===== src/rtl/addition_pkg.sv =====
// addition_pkg: shared ALU constants for the add datapath slice
package addition_pkg;
  localparam int ALU_WIDTH = 4;
endpackage


===== src/rtl/full_adder.sv =====
// full_adder: 1-bit combinational full-adder cell
module full_adder (
  input  logic x,
  input  logic y,
  input  logic cin,
  output logic s,
  output logic cout
);
  assign s    = x ^ y ^ cin;
  assign cout = (x & y) | (cin & (x ^ y));
endmodule


===== src/rtl/addition.sv =====
// addition: ripple-carry adder with registered sum, carry-out, signed overflow and valid
module addition
  import addition_pkg::*;
#(
  parameter int WIDTH = ALU_WIDTH
) (
  input  logic             clk,
  input  logic             rst_n,
  input  logic             in_valid,
  input  logic [WIDTH-1:0] a,
  input  logic [WIDTH-1:0] b,
  input  logic             carry_in,
  output logic [WIDTH-1:0] sum,
  output logic             carry_out,
  output logic             overflow,
  output logic             out_valid
);
  logic [WIDTH:0]   c;
  logic [WIDTH-1:0] s;
  assign c[0] = carry_in;
  for (genvar i = 0; i < WIDTH; i++) begin : g_fa
    full_adder u_fa (
      .x   (a[i]),
      .y   (b[i]),
      .cin (c[i]),
      .s   (s[i]),
      .cout(c[i+1])
    );
  end
  // result registers load only on valid; valid itself follows in_valid every cycle
  always_ff @(posedge clk or negedge rst_n) begin
    if (!rst_n) begin
      sum       <= '0;
      carry_out <= 1'b0;
      overflow  <= 1'b0;
      out_valid <= 1'b0;
    end else begin
      out_valid <= in_valid;
      if (in_valid) begin
        sum       <= s;
        carry_out <= c[WIDTH];
        overflow  <= c[WIDTH] ^ c[WIDTH-1];
      end
    end
  end
endmodule


===== config.mk =====
export PLATFORM = sky130hd
export DESIGN_NAME = addition
export DESIGN_NICKNAME = d
export VERILOG_FILES = /design/src/rtl/addition_pkg.sv /design/src/rtl/full_adder.sv /design/src/rtl/addition.sv
export SDC_FILE = /design/constraint.sdc
export NUM_CORES = 1
export LEC_CHECK = 0
export BUFFER_PORTS_ARGS = -buffer_cell sky130_fd_sc_hd__buf_2
export CAP_MARGIN = 30
export CORE_AREA = 3 3 40 42
export DETAILED_ROUTE_END_ITERATION = 8
export DIE_AREA = 0 0 43 45
export PLACE_DENSITY = 0.55
export SETUP_SLACK_MARGIN = 0.5
export SYNTH_ARGS = -nofsm -noshare
export SYNTH_HDL_FRONTEND = slang
export SYNTH_SLANG_ARGS = --single-unit

===== constraint.sdc =====
create_clock -name clk -period 1.6 [get_ports clk]
set_input_delay 0.16 -clock clk [delete_from_list [all_inputs] [get_ports clk]]
set_output_delay 0.16 -clock clk [all_outputs]
set_load 0.01 [all_outputs]

==> results.md, run 1 <==
- Relative slew margins: 0.8494
- Starting Density: 0.2941
- F_max: 586.7 MHz
- RSZ-0062 raised after global routing: true
- Multi-input logic area: 178.9 µm²
- Vias per inst: 4.044
- Core Footprint: 1285 µm²
- Root Driver: clkbuf_4
- Drt pass-1 iters: 4
- Violated checks: setup timing
- Reg area: 175.2 µm²
- Syn Area/Cell: 13.03 µm²
- CP Buf/Inv Count: 4
- I/O pin cnt: 19
- Post-synth cell types: 9
- Wirelength per Cell: around 10 µm
- # setup viols final: 2
- Fraction of layout cells with a size suffix above 1: 0.6604
- Worst setup SP type: input pin
- Placed cells: 61
- Max_cap viols: 0
- Cells after Synth: 29
- Non-filler instance count after layout: 68
- Clk_lat worst skew: 250 ps
- Post-DRT Antenna Nets: 0
- Cell area after synthesis: 377.9 µm²
- Die area: between 1500 and 2000 µm²
- Crit. End Element: flip-flop
- Vias: around 280
- Grt total ovfl: 0
- Clock edge transition at the registers on the reported setup and hold paths: around 50 ps
- Global-route usage over all layers: 0.09114
- Cells on worst reg2reg path: 1
- Kind of critical path: in2reg
- Largest net degree at the start of global routing: 10
- Post-synthesis sequential area ratio: 0.4636
- Number of diodes: 0
- H-tree Lvls: 1
- Fin crit period: 1704 ps
- Clk_skew: 0 ps
- Largest cells by area after synthesis: dfrtp_1 46%, fa_1 21%, mux2_4 12%
- Site Rows: 13
- Max incr delay on CP: 370 ps
- Initial antenna violation count: 0
- DRC violations left: 0
- Hold path cells: 1
- Area leader, netlist: dfrtp_1
- GRT met2 Usage: 0.1257
- Dpl hpwl: between 500 and 600 µm
- Synthesized Nets: 45
- Final Max Slew Viols: 0
- CTS tree: yes
- Worst path slowest cell: fa_2
- Synth warn: 0
- CP Depth: 10
- Worst-Margin Slew: approximately 230 ps
- First-pass GRT wire length: 1110 µm
- Iter 0 DRT Violations: 2
- Gp weighted congestion: between 0.6 and 0.7
- Chip Width: ~43 µm
- TNS Setup: -191.2 ps
- PortBufs: 18
- Maximum vdd ir drop: 0.2490 mV
- Synth top area share: 0.4636
- TritonCTS Buffers: 3
- Delay-heaviest family, CP: adder cells
- Seq cells post-synth: 7
- Final Hold Vio Count: 0
- Outcome: finished, violations left
- Crit-path max FO: 2
- Required time worst endpoint: 1740 ps
- Leak: 0.2907 nW
- CP most frequent cell: fa_2
- Most Crowded Layer GR: met4
- Vias in the first global route: 266
- CTS max path bufs: 2
- Met3 Use GR: 0.02789
- Area delta synth->final: 48.34%
- Die Height: 45 µm
- Crit-path cells: buf_6 > fa_2 > inv_2 > fa_2 > inv_2 > fa_2 > inv_2 > fa_2 > xnor2_1 > mux2_4
- Final Worst Setup Slack: -104.4 ps
- Clk sink count: 7
- Pwr Density: slightly below 1000 nW/µm²
- Met1 Track Usage GR: 0.08772
- Min-Delay Path Class: in2reg
- Final Cycle Share: 1.065
- Fin nets: 70
- Final Power: between 500 and 600 µW
- WP data arrival: 1840 ps
- Routed WL: 706 µm
- Fill count: between 100 and 150
## cell usage in the layout (no fill, tap or decap), drive strengths merged
| cell type | instances |
|---|---|
| buf | 20 |
| mux2i | 1 |
| mux2 | 3 |
| xnor2 | 1 |
| inv | 8 |
| clkbuf | 4 |
| dfrtp | 7 |
| nor2 | 2 |
| fa | 4 |
| dlygate4sd3 | 1 |
| a21oi | 2 |
## report_power, final
part | total, mW | internal (mW) | leakage, nW | switching (mW)
logic | 0.166 | 0.0933 | 0.195 | 0.0725
registers | 0.226 | 0.209 | 0.0806 | 0.0169
clock network | 0.163 | 0.0954 | 0.0150 | 0.0680
total | 0.555 | 0.398 | 0.291 | 0.157
## cell families (layout without fill, tap and decap cells)
group	Yosys count	in the layout	synth area share
AO/OA/AOI/OAI	2	2	0.02649
AND/OR/NAND/NOR	2	2	0.01987
flip-flops	7	7	0.4636
adder cells (fa/ha/maj)	4	4	0.2119
buffers and inverters	9	33	0.1093
XOR/XNOR	1	1	0.02318
multiplexers	4	4	0.1457
## cells in the mapped netlist (all sizes together)
library cell  n
mux2          3
nor2          2
inv           8
fa            4
dfrtp         7
a21oi         2
xnor2         1
mux2i         1
buf           1
## worst paths after layout
path	from	to	slack, ps
worst min-delay path	in_valid	out_valid$_DFF_PN0_	160
worst max register to register	sum[2]$_DFFE_PN0P_	sum[2]$_DFFE_PN0P_	830
worst max-delay path	a[0]	overflow$_DFFE_PN0P_	-100
worst min register to register	sum[0]$_DFFE_PN0P_	sum[0]$_DFFE_PN0P_	510
max in group asynchronous	rst_n	out_valid$_DFF_PN0_	1190
min in group asynchronous	rst_n	overflow$_DFFE_PN0P_	260
## repair_timing
| item | 4_1_cts | 5_1_grt |
|---|---|---|
| hold endpoints to repair | 7 | 0 |
| endpoints found under the setup margin | 4 | 4 |
| hold buffers | 1 | 0 |
| pin swaps | 0 | 2 |
| buffers inserted | 1 | 1 |
| resized for setup | 1 | 4 |
## per-stage QoR
step	util	hold WS (ps)	setup slack [ps]	instance area, µm²
CTS	0.4167	136.7	-98.26	535.5
global route	0.4362	150.3	-159.2	560.5
global placement	0.3778	-2.790	-381.7	485.5
floorplan	-	-135.6	-212.1	387.9
detailed placement	0.3778	-1.397	-382.8	485.5
finish	0.4362	156.1	-104.4	560.5
## layout make-up
cell class	instances	area share
Tap cell	15	0.03348
Timing Repair Buffer	21	0.2344
Inverter	8	0.05357
Clock buffer	4	0.04687
Sequential cell	7	0.3125
Multi-Input combinational cell	13	0.3192
## registers in the layout, summed over array words and instances (netlist names)
name       cells
sum            4
carry_out      1
out_valid      1
overflow       1
## routing by layer
| metal | vias to the layer above | part of all wire |
|---|---|---|
| met4 | 0 | 0.044 |
| li1 | 132 | - |
| met5 | - | 0 |
| met1 | 127 | 0.36 |
| met3 | 2 | 0.089 |
| met2 | 14 | 0.51 |
Power figures use the tool's default switching activity.
==> run 2: changes to the inputs <==
- CTS_CLUSTER_DIAMETER: default -> 200
- PLACE_DENSITY: 0.55 -> 0.63
==> results.md, run 2 (synthesis gave the netlist of run 1 again) <==
- Outcome: finished, violations left
- Violated checks: setup timing
- Relative slew margins: 0.8544 (+0.005040)
- Clk sink count: 7 (unchanged)
- Commonest non-fill, non-tap cell in the layout: buf_2
- Critical Path Sink: sum[3]$_DFFE_PN0P_
- Root Driver: clkbuf_4
- DRC violations left: 0 (unchanged)
- TNS Setup: -228.5 ps (-37.30 ps)
- Largest net degree at the start of global routing: 10 (unchanged)
- CTS tree: yes
- Maximum vdd ir drop: 0.2961 mV (+19%)
- Post-DRT Antenna Nets: 0 (unchanged)
- Wirelength per Cell: 9.818 µm (-5.4%)
- F_max: 579.1 MHz (-1.3%)
- Clock edge transition at the registers on the reported setup and hold paths: 50 ps (about the same)
- Routed WL: 648 µm (-8.2%)
- Pwr Density: 1001 nW/µm² (+1.1%)
- Grt total ovfl: 0 (unchanged)
- Site Rows: 13 (unchanged)
- Cells on worst reg2reg path: 1 (unchanged)
- Most frequent cells in the layout: 17 x buf_2, 7 x dfrtp_1, 5 x inv_1
- Fin crit period: 1727 ps (+22.51 ps)
- Clk_lat worst skew: 240 ps (about the same)
- Max reg flops: 4 (unchanged)
- Drt pass-1 iters: 1 (-3)
- Kind of critical path: in2reg
- Internal power: 387.2 µW (-2.6%)
- Area delta synth->final: 40.73%
- Sequential power share: 0.424 (+0.017)
- Worst path slowest cell: fa_2
- Leak: 0.2772 nW (-4.6%)
- Final Max Slew Viols: 0 (unchanged)
- RSZ-0062 raised after global routing: true
- Iter 0 DRT Violations: 0 (-2)
- Vias in the first global route: 258 (-3.0%)
- Die Height: 45 µm (unchanged)
- Core Footprint: 1285 µm² (unchanged)
- R2r setup slk: 840 ps (about the same)
- CP most frequent cell: fa_2
- Worst setup SP type: input pin
- Fraction of layout cells with a size suffix above 1: 0.6275 (-0.03293)
- H-tree Lvls: 1 (unchanged)
- Crit. End Element: flip-flop
- Crit-path max FO: 2 (unchanged)
- Final Power: 532.3 µW (-4.1%)
- First-pass GRT wire length: 1055 µm (-5.0%)
- Max_cap viols: 0 (unchanged)
- Gate power share: 0.285 (-0.014)
- # setup viols final: 2 (unchanged)
- Chip Width: 43 µm (unchanged)
- Sw Share: 0.2725 (-0.01101)
- Vias: 258 (-6.2%)
- Crit-path cells: buf_6 > fa_2 > inv_2 > fa_2 > inv_2 > fa_2 > inv_2 > fa_2 > a21oi_2
- Worst Setup SP: a[0]
- Clock share of power: 0.290 (-0.004)
- Number of diodes: 0 (unchanged)
- Required time worst endpoint: 1770 ps (+30 ps)
- Initial antenna violation count: 0 (unchanged)
- RR Endpoint: overflow$_DFFE_PN0P_
- Final Cycle Share: 1.079 (+0.01407)
- Min-Delay Path Class: in2reg
- CTS max path bufs: 2 (unchanged)
- Biggest register: sum
- Vias per inst: 3.909 (-3.3%)
- Fin nets: 68 (-2.9%)
- Clk_skew: 0 ps (unchanged)
- Reg-to-Reg Start: overflow$_DFFE_PN0P_
- TritonCTS Buffers: 3 (unchanged)
- Gp weighted congestion: 0.6165 (+2.2%)
- Final Worst Setup Slack: -126.9 ps (-22.51 ps)
- Final Hold Vio Count: 0 (unchanged)
- Max incr delay on CP: 430 ps (+60 ps)
- Starting Density: 0.2941 (unchanged)
- Global-route usage over all layers: 0.07770 (-0.01344)
- PortBufs: 18 (unchanged)
- I/O pin cnt: 19 (unchanged)
- Fill count: 127 (-3.1%)
- Psw: 145.1 µW (-7.8%)
- Worst-Margin Slew: 218.4 ps (-7.560 ps)
- Die area: 1935 µm² (unchanged)
- WP data arrival: 1900 ps (+60 ps)
[run 2: cell types whose count changed in the layout (fill, tap and decap cells not counted)]
cell / before / now
buf_2: 16 / 17
a21oi_1: 0 / 1
a21oi_2: 2 / 1
buf_4: 1 / 0
buf_6: 3 / 1
[run 2: power groups by stage]
stage          Combinational [mW]  Clock (mW)  Sequential (mW)
6_report                    0.152       0.154            0.226
5_1_grt                     0.171       0.169            0.230
3_5_place_dp                0.149           0            0.230
4_1_cts                     0.156       0.161            0.227
3_3_place_gp                0.146           0            0.228
2_1_floorplan              0.0728           0            0.243
[run 2: layer usage]
| layer | GRT usage | routed length, µm | up-vias |
|---|---|---|---|
| li1 | - | - | 129 |
| met5 | 0 | 0 | - |
| met4 | 0.09036 | 8 | 0 |
| met2 | 0.1138 | 323 | 11 |
| met3 | 0.01992 | 55 | 2 |
| met1 | 0.08543 | 261 | 116 |
[run 2: worst min-delay path by stage]
stage                                 end  cells past startpoint      from
detailed placement    out_valid$_DFF_PN0_                      1     rst_n
global route          out_valid$_DFF_PN0_                      1  in_valid
finish                out_valid$_DFF_PN0_                      1  in_valid
CTS                   out_valid$_DFF_PN0_                      1  in_valid
floorplan           carry_out$_DFFE_PN0P_                      0     rst_n
global placement      out_valid$_DFF_PN0_                      1     rst_n
[run 2: what timing repair did]
item / in CTS / in global routing
endpoints found under the setup margin: 4 / 4
hold buffers: 1 / 0
buffers inserted: 0 / 0
gates resized for setup: 2 / 0
endpoints found under the hold margin: 7 / 0
[run 2: layout make-up]
cell class | instances | area (µm²) | share of cell area
flip-flops and latches | 7 | 175.2 | 0.3294
multi-input cells | 13 | 175.2 | 0.3294
repair buffers | 19 | 106.4 | 0.2000
inverters | 8 | 30.03 | 0.05647
well taps | 15 | 18.77 | 0.03529
clock buffers | 4 | 26.28 | 0.04941
[run 2: stage by stage]
stage / hold slack, ps / worst slack (ps) / instances / util / instance area (µm²)
after floorplan: -135.6 / -212.1 / 29 / - / 387.9
after global placement: -1.654 / -381.1 / 61 / 0.3778 / 485.5
after detailed placement: 1.911 / -419.1 / 61 / 0.3778 / 485.5
after CTS: 155.2 / -131.0 / 66 / 0.4138 / 531.8
after global routing: 171.0 / -183.8 / 66 / 0.4138 / 531.8
final: 165.4 / -126.9 / 66 / 0.4138 / 531.8
[run 2: critical path, delay by kind of cell]
| kind | cells | cell delay (ps) |
|---|---|---|
| compound gates | 1 | 150 |
| fa+ha+maj | 4 | 1340 |
| buf+inv | 4 | 260 |
==> run 3: changes to the inputs <==
- clock period: 1.6 -> 2 ns (I/O delays scaled with it)
==> results.md, run 3 (synthesis gave the netlist of run 1 again) <==
- Sequential power share: 0.411 (-0.013)
- H-tree Lvls: 1 (unchanged)
- Place WS: -58.36 ps (+360.7 ps)
- Area delta synth->final: 46.69%
- Worst-Margin Slew: 221.6 ps (+3.171 ps)
- F_max: 572.1 MHz
- Leak: 0.2886 nW (+4.1%)
- Maximum vdd ir drop: 0.2341 mV (-21%)
- Crit. End Element: flip-flop
- Reg-to-Reg Start: sum[0]$_DFFE_PN0P_
- I/O pin cnt: 19 (unchanged)
- Die area: 1935 µm² (unchanged)
- Worst setup SP type: input pin
- Initial antenna violation count: 0 (unchanged)
- DP Area: 493.0 µm² (+1.5%)
- Grt total ovfl: 0 (unchanged)
- Global-route usage over all layers: 0.08938 (+0.01167)
- TritonCTS Buffers: 3 (unchanged)
- First-pass GRT wire length: 1138 µm (+7.9%)
- Gate power share: 0.302 (+0.017)
- Final Max Slew Viols: 0 (unchanged)
- Vias per inst: 4.059 (+3.8%)
- Final Worst Setup Slack: 252.1 ps (+379.1 ps)
- Post-DRT Antenna Nets: 0 (unchanged)
- Commonest non-fill, non-tap cell in the layout: buf_2
- Drt pass-1 iters: 2 (+1)
- Fraction of layout cells with a size suffix above 1: 0.6604 (+0.03293)
- Vias in the first global route: 283 (+9.7%)
- Site Rows: 13 (unchanged)
- Psw: 121.3 µW (-16%)
- Clock share of power: 0.288 (-0.002)
- Fin crit period: 1748 ps
- Tightest hold margin: 198.5 ps (+33.04 ps)
- Fin nets: 70 (+2.9%)
- Wirelength per Cell: 10.68 µm (+8.7%)
- Most frequent cells in the layout: 17 x buf_2, 7 x dfrtp_1, 5 x inv_1
- # setup viols final: 0 (-2)
- TNS Setup: 0 ps (+228.5 ps)
- WP data arrival: 1880 ps (-20 ps)
- Largest net degree at the start of global routing: 10 (unchanged)
- R2r setup slk: 1250 ps (+410 ps)
- Final Hold Vio Count: 0 (unchanged)
- Clk_skew: 0 ps (unchanged)
- Vias: 276 (+7.0%)
- Clk sink count: 7 (unchanged)
- Critical Path Sink: overflow$_DFFE_PN0P_
- Min-Delay Path Class: in2reg
- Max reg flops: 4 (unchanged)
- Sw Share: 0.2770 (+0.004500)
- Root Driver: clkbuf_4
- Iter 0 DRT Violations: 1 (+1)
- Worst Setup SP: b[0]
- Final Cycle Share: 0.8739
- Relative slew margins: 0.8523 (-0.002114)
- Fill count: 118 (-7.1%)
- CTS max path bufs: 2 (unchanged)
- RSZ-0062 raised after global routing: true
- Starting Density: 0.2941 (unchanged)
- Chip Width: 43 µm (unchanged)
- Core Footprint: 1285 µm² (unchanged)
- PortBufs: 18 (unchanged)
- Kind of critical path: in2reg
- Required time worst endpoint: 2140 ps (+370 ps)
- Internal power: 316.6 µW (-18%)
- Finished layout cell area: 554.3 µm² (+4.2%)
- Utilization after layout: 0.4314 (+0.01753)
- Crit-path max FO: 2 (unchanged)
- Max_cap viols: 0 (unchanged)
- Clock edge transition at the registers on the reported setup and hold paths: 50 ps (about the same)
- Hold wc startpoint: in_valid
- Clk_lat worst skew: 250 ps (about the same)
- Routed WL: 726 µm (+12%)
- Pwr Density: 790.1 nW/µm² (-21%)
- Gp weighted congestion: 0.6135 (-0.49%)
- Cells on worst reg2reg path: 1 (unchanged)
- CTS tree: yes
- Die Height: 45 µm (unchanged)
- Biggest register: sum
- Outcome: finished clean
- RR Endpoint: sum[0]$_DFFE_PN0P_
- DRC violations left: 0 (unchanged)
- Number of diodes: 0 (unchanged)
## run 3: cell types whose count changed in the layout (fill, tap and decap cells not counted)
cell     before  now
buf_6         1    2
buf_4         0    1
a21oi_1       1    0
a21oi_2       1    2
## run 3: worst min-delay path by stage
stage                                  to  slack (ps)  depth (start not counted)
floorplan           carry_out$_DFFE_PN0P_        -100                          0
global placement      out_valid$_DFF_PN0_          40                          1
detailed placement    out_valid$_DFF_PN0_          40                          1
CTS                   out_valid$_DFF_PN0_         190                          1
global route          out_valid$_DFF_PN0_         200                          1
finish                out_valid$_DFF_PN0_         200                          1
## run 3: layer usage
metal | vias to the layer above | part of all wire | track usage
li1 | 132 | - | -
met3 | 2 | 0.076 | 0.01992
met4 | 0 | 0.021 | 0.1265
met2 | 11 | 0.58 | 0.1527
met5 | - | 0 | 0
met1 | 131 | 0.32 | 0.07250
## run 3: timing repair
item / 4_1_cts / 5_1_grt
resized for setup: 4 / 0
pin swaps: 0 / 1
endpoints found under the hold margin: 7 / 0
hold buffers: 1 / 0
setup buffers: 1 / 0
endpoints found under the setup margin: 3 / 3
## run 3: area by class of cell
| type | instances | area [µm²] | share of cell area |
|---|---|---|---|
| clock buffers | 4 | 26.28 | 0.04740 |
| repair buffers | 21 | 125.1 | 0.2257 |
| inverters | 8 | 30.03 | 0.05418 |
| flip-flops and latches | 7 | 175.2 | 0.3160 |
| well taps | 15 | 18.77 | 0.03386 |
| multi-input cells | 13 | 178.9 | 0.3228 |
## run 3: critical path, cell delays in order
cell and delay (ps):
buf_2 100, fa_2 190, inv_2 40, fa_2 320
inv_2 60, fa_2 210, inv_2 40, fa_2 350
xnor2_1 130, mux2_4 250
## run 3: through the flow
step	cells	total power, mW
2_1_floorplan	29	0.2530
3_3_place_gp	62	0.3015
3_5_place_dp	62	0.3059
4_1_cts	68	0.4477
5_1_grt	68	0.4680
6_report	68	0.4379
## run 3: power by group through the flow
stage                     Combinational [mW]  Clock (mW)  Sequential [mW]
after floorplan                       0.0582           0            0.195
after global placement                 0.119           0            0.182
after detailed placement               0.123           0            0.183
after CTS                              0.135       0.132            0.181
after global routing                   0.146       0.138            0.185
final                                  0.132       0.126            0.180
